--- config.mk ---
export PLATFORM = sky130hd
export DESIGN_NAME = multicycle_controller
export DESIGN_NICKNAME = d
export VERILOG_FILES = /design/src/rtl/multicycle_controller.sv
export SDC_FILE = /design/constraint.sdc
export NUM_CORES = 1
export LEC_CHECK = 0
export ABC_CLOCK_PERIOD_IN_PS = 1400
export CAP_MARGIN = 10
export CORE_MARGIN = 10
export CORE_UTILIZATION = 39
export CTS_CLUSTER_DIAMETER = 60
export CTS_CLUSTER_SIZE = 24
export DETAILED_ROUTE_END_ITERATION = 6
export PLACE_DENSITY_LB_ADDON = 0.08
export SETUP_SLACK_MARGIN = 0.05
export SLEW_MARGIN = 5
export SYNTH_ARGS = -nofsm -noshare
export SYNTH_HDL_FRONTEND = slang
export SYNTH_SLANG_ARGS = --single-unit
--- constraint.sdc ---
create_clock -name clk -period 1.4 [get_ports clk]
set_input_delay 0.21 -clock clk [delete_from_list [all_inputs] [get_ports clk]]
set_output_delay 0.21 -clock clk [all_outputs]
set_load 0.01 [all_outputs]
--- src/rtl/multicycle_controller.sv ---
// Control FSM for the shared multicycle MIPS datapath: one set of enables/selects per state.
// Optional macro LOGIC_IMM_EN adds andi/ori (zero-extended immediate, logic ALU op).
module multicycle_controller #(
  parameter int unsigned STATE_W     = 4,
  parameter int unsigned RESET_STATE = 0
) (
  input  logic               clk,
  input  logic               rst_n,
  input  logic [5:0]         opcode,
  input  logic               mem_ready,
  output logic               pc_write,
  output logic               pc_write_cond,
  output logic               iord,
  output logic               mem_read,
  output logic               mem_write,
  output logic               ir_write,
  output logic               mem_to_reg,
  output logic               reg_write,
  output logic               reg_dst,
  output logic               alu_src_a,
  output logic [1:0]         alu_src_b,
  output logic [1:0]         alu_op,
  output logic [1:0]         pc_source,
  output logic               ext_sel,
  output logic               illegal_op,
  output logic [STATE_W-1:0] state_dbg
);

  typedef enum logic [STATE_W-1:0] {
    S_FETCH  = STATE_W'(0),
    S_DECODE = STATE_W'(1),
    S_MEMADR = STATE_W'(2),
    S_MEMRD  = STATE_W'(3),
    S_MEMWB  = STATE_W'(4),
    S_MEMWR  = STATE_W'(5),
    S_EXEC   = STATE_W'(6),
    S_ALUWB  = STATE_W'(7),
    S_BRANCH = STATE_W'(8),
    S_JUMP   = STATE_W'(9),
    S_IMMEX  = STATE_W'(10),
    S_IMMWB  = STATE_W'(11),
    S_HALT   = STATE_W'(12)
  } state_t;

  localparam logic [5:0] OP_R    = 6'b000000;
  localparam logic [5:0] OP_LW   = 6'b100011;
  localparam logic [5:0] OP_SW   = 6'b101011;
  localparam logic [5:0] OP_BEQ  = 6'b000100;
  localparam logic [5:0] OP_J    = 6'b000010;
  localparam logic [5:0] OP_ADDI = 6'b001000;
`ifdef LOGIC_IMM_EN
  localparam logic [5:0] OP_ANDI = 6'b001100;
  localparam logic [5:0] OP_ORI  = 6'b001101;
`endif

  state_t     r_state;
  state_t     w_next;
  logic [5:0] r_op_q;
  logic       r_illegal;

  // State, latched opcode and sticky illegal flag
  always_ff @(posedge clk) begin
    if (!rst_n) begin
      r_state   <= state_t'(STATE_W'(RESET_STATE));
      r_op_q    <= 6'd0;
      r_illegal <= 1'b0;
    end else begin
      r_state <= w_next;
      if (r_state == S_DECODE) r_op_q <= opcode;
      if (w_next == S_HALT) r_illegal <= 1'b1;
    end
  end

  // Next state and per-state datapath controls; reset low masks every control
  always_comb begin
    w_next        = r_state;
    pc_write      = 1'b0;
    pc_write_cond = 1'b0;
    iord          = 1'b0;
    mem_read      = 1'b0;
    mem_write     = 1'b0;
    ir_write      = 1'b0;
    mem_to_reg    = 1'b0;
    reg_write     = 1'b0;
    reg_dst       = 1'b0;
    alu_src_a     = 1'b0;
    alu_src_b     = 2'd0;
    alu_op        = 2'd0;
    pc_source     = 2'd0;
    ext_sel       = 1'b0;

    unique case (r_state)
      S_FETCH: begin
        mem_read  = 1'b1;
        alu_src_b = 2'd1;
        ir_write  = mem_ready;
        pc_write  = mem_ready;
        if (mem_ready) w_next = S_DECODE;
      end
      S_DECODE: begin
        alu_src_b = 2'd3;
        unique case (opcode)
          OP_R:         w_next = S_EXEC;
          OP_LW, OP_SW: w_next = S_MEMADR;
          OP_BEQ:       w_next = S_BRANCH;
          OP_J:         w_next = S_JUMP;
          OP_ADDI:      w_next = S_IMMEX;
`ifdef LOGIC_IMM_EN
          OP_ANDI, OP_ORI: w_next = S_IMMEX;
`endif
          default:      w_next = S_HALT;
        endcase
      end
      S_MEMADR: begin
        alu_src_a = 1'b1;
        alu_src_b = 2'd2;
        w_next    = (r_op_q == OP_SW) ? S_MEMWR : S_MEMRD;
      end
      S_MEMRD: begin
        mem_read = 1'b1;
        iord     = 1'b1;
        if (mem_ready) w_next = S_MEMWB;
      end
      S_MEMWB: begin
        reg_write  = 1'b1;
        mem_to_reg = 1'b1;
        w_next     = S_FETCH;
      end
      S_MEMWR: begin
        iord      = 1'b1;
        mem_write = 1'b1;
        if (mem_ready) w_next = S_FETCH;
      end
      S_EXEC: begin
        alu_src_a = 1'b1;
        alu_op    = 2'd2;
        w_next    = S_ALUWB;
      end
      S_ALUWB: begin
        reg_write = 1'b1;
        reg_dst   = 1'b1;
        w_next    = S_FETCH;
      end
      S_BRANCH: begin
        alu_src_a     = 1'b1;
        alu_op        = 2'd1;
        pc_write_cond = 1'b1;
        pc_source     = 2'd1;
        w_next        = S_FETCH;
      end
      S_JUMP: begin
        pc_write  = 1'b1;
        pc_source = 2'd2;
        w_next    = S_FETCH;
      end
      S_IMMEX: begin
        alu_src_a = 1'b1;
        alu_src_b = 2'd2;
`ifdef LOGIC_IMM_EN
        if (r_op_q == OP_ANDI || r_op_q == OP_ORI) begin
          ext_sel = 1'b1;
          alu_op  = 2'd3;
        end
`endif
        w_next = S_IMMWB;
      end
      S_IMMWB: begin
        reg_write = 1'b1;
        w_next    = S_FETCH;
      end
      S_HALT:  w_next = S_HALT;
      default: w_next = S_HALT;
    endcase

    if (!rst_n) begin
      pc_write      = 1'b0;
      pc_write_cond = 1'b0;
      iord          = 1'b0;
      mem_read      = 1'b0;
      mem_write     = 1'b0;
      ir_write      = 1'b0;
      mem_to_reg    = 1'b0;
      reg_write     = 1'b0;
      reg_dst       = 1'b0;
      alu_src_a     = 1'b0;
      alu_src_b     = 2'd0;
      alu_op        = 2'd0;
      pc_source     = 2'd0;
      ext_sel       = 1'b0;
    end
  end

  assign illegal_op = r_illegal;
  assign state_dbg  = r_state;

endmodule

==> impl_results.md <==
- Status: finished with violations
- Failing checks: negative setup slack
- Ratio of cells with drive above 1 in the final layout: 57.7%
- Detailed Route Iter0 Violations: 48
- Max cap viols: 0
- WP data required: 1.55 ns
- Crit path capture type: flip-flop
- H-tree depth: 1
- Min Tclk post-route: between 1.5 and 2 ns
- Core Region: 0.00198 mm^2
- Fmax: 0.620 GHz
- Crit path launch type: flip-flop
- Met2 GRT Util: 27.1%
- Register Area: between 200 and 250 um^2
- Fillers: roughly 120
- Die area: 0.00433 mm^2
- Grt peak-use layer: met2
- DRC: 0
- Clk pin slew, worst setup/hold paths: 0.06 ns
- Clock Tree Buf Depth: 2
- Yosys cell types: 37
- # rows: 16
- Synth Warn #: 0
- TritonCTS clock tree: built
- DP HPWL: 2280 um
- CTS Buf Count: 3
- Mapped cell area: 820 um^2
- Fin. Hold Viols: 0
- Worst Clk Skew: 0.00367 ns
- Detailed Routing Iterations Pass 1: 6
- Net Count, Synth: approximately 120
- Post-Syn Instances: 114
- Crit share post-route: 115%
- HP Class: input port to flip-flop
- Io pins: 31
- Final setup fails: 26
- Mean Syn Cell Area: 7.19 um^2
- First-pass GRT wire length: slightly below 5000 um
- Pwr Density: 676 mW/mm^2
- Pleak: 0.719 nW
- Initial antenna violation count: 0
- Layout Cells excl Fill: 209
- Peak fanout along the critical path: 4
- Finished Cell Area: between 0.0015 and 0.002 mm^2
- FF+latch count, synth: 11
- Setup CP Type: flip-flop to flip-flop
- Die Ht: about 66 um
- Gr usage total: about 14%
- Largest net degree at the start of global routing: 15
- Final wirelength: 3400 um
- Area grow syn2layout: 97.3%
- Worst setup margin: -0.214 ns
- Root buf cell: clkbuf_4
- Register area share after synthesis: 26.9%
- Global routing usage on met1: 13.5%
- Slew Limit Fails: 0
- Clock Latency Late Sink: 0.27 ns
- Vias in the first global route: 1110
- GR Layer Usage met3: approximately 4.1%
- Worst slack, placed: -0.662 ns
- Routability Congestion: 0.832
- Grt ovf: 0
- Routed wire per std cell: 16.3 um
- Port Buffers: 29
- Placed cells: 196
- # diodes: 0
- Antenna-violating nets left: 0
- Initial Util: 41.4%
- Nets@finish: 192
- Vias: 1136
- Area after DPL: 0.00138 mm^2
- Die W: between 60 and 70 um
- Area of the multi-input gates: 694 um^2
- VDD IR max: 0.679 mV
- Vias per cell: about 5.4
- Critical Path AT: 1.76 ns
- RSZ-0062 raised after global routing: yes
- # clock sinks: 11
- Final Util: 81.6%
==> path summary, 6_finish.rpt <==
kind | start | endpoint | slack, ns | cells past startpoint
hold reg to reg | r_op_q[1] | r_op_q[1] | 0.48 | 2
setup / recovery | state_dbg[1] | illegal_op | -0.21 | 6
setup reg to reg | state_dbg[1] | illegal_op | -0.21 | 6
hold / removal | rst_n | state_dbg[3] | 0.47 | 3
==> Yosys cell counts (all sizes together) <==
library cell / instances / area (um^2)
or4b: 1 / 10.0
and2: 1 / 6.26
nor2: 13 / 48.8
a31oi: 1 / 6.26
conb: 1 / 3.75
a21oi: 12 / 60.1
nor4: 1 / 6.26
or4: 1 / 11.3
a41oi: 1 / 16.3
nor3b: 2 / 15.0
o32ai: 1 / 8.76
nand2: 18 / 67.6
nor4b: 3 / 41.3
and2b: 1 / 7.51
buf: 8 / 50.1
or2: 1 / 6.26
dfxtp: 11 / 220
mux2i: 1 / 10.0
nor2b: 1 / 6.26
nor3: 5 / 36.3
nor4bb: 1 / 10.0
and4: 1 / 8.76
xnor2: 1 / 8.76
o21ai: 6 / 30.0
xor2: 1 / 8.76
o311ai: 1 / 8.76
nand2b: 4 / 25.0
a22oi: 1 / 7.51
o22a: 1 / 8.76
clkbuf: 1 / 3.75
inv: 4 / 15.0
or3: 2 / 12.5
nand3: 5 / 25.0
a32oi: 1 / 8.76
==> kinds of logic (layout without fill, tap and decap cells) <==
kind of cell           after synthesis  in the layout  share of synthesized area [%]
AO/OA/AOI/OAI                       25             25                           18.9
XOR/XNOR                             2              2                           2.14
buffers and inverters               13             81                           8.40
flip-flops                          11             11                           26.9
multiplexers                         1              1                           1.22
other                                1              1                          0.458
AND/OR/NAND/NOR                     61             61                           42.0
==> layer usage <==
layer / wire length [um] / vias to the layer above
met2: 1840 / 49
met4: 59 / 0
met5: 0 / -
met3: 206 / 8
li1: - / 534
met1: 1300 / 545
==> cells in the final DEF (no fill, tap or decap), drive strengths merged, types with 5 or more instances in the layout <==
| master | n |
|---|---|
| a21oi | 12 |
| buf | 60 |
| clkdlybuf4s50 | 6 |
| dfxtp | 11 |
| dlygate4sd2 | 6 |
| nand2 | 18 |
| nand3 | 5 |
| nor2 | 13 |
| nor3 | 5 |
| o21ai | 6 |
==> timing repair <==
item	4_1_cts	5_1_grt
pin swaps	10	10
hold buffers	0	0
gates resized for setup	109	26
setup endpoints to repair	32	28
buffers inserted	7	3
hold endpoints to repair	0	0
==> critical path: stages, from the launching register on <==
cell and delay, ns:
dfxtp_4 0.37, buf_6 0.13, or4b_4 0.52, nor3_4 0.17, a21oi_1 0.12, a41oi_2 0.14, nor3_1 0.06
==> registers in the layout (all words and copies together), names as in the netlist <==
name,count
r_op_q,6
state_dbg,4
illegal_op,1
==> per-stage QoR <==
step                      total power (W)  hold slack, ns  TNS (ns)
after CTS                         0.00104           0.462     -1.93
after detailed placement         0.000786           0.457    -10.11
final                             0.00109           0.474     -1.97
after global placement           0.000777           0.448     -9.65
after floorplan                  0.000569           0.332    -0.163
after global routing              0.00115           0.498     -3.45
==> cell type report <==
cell class	count	share of cell area [%]
Clock buffer	4	1.63
Inverter	4	1.08
Multi-Input combinational cell	90	43.0
Sequential cell	11	14.6
Tap cell	27	2.09
Timing Repair Buffer	73	37.7
==> report_power, final <==
group | switching, W | total (W) | internal [W]
logic | 0.000241 | 0.000521 | 0.000280
registers | 0.0000261 | 0.000359 | 0.000333
clock network | 0.000101 | 0.000212 | 0.000110
(Power assumes the default switching activity.)
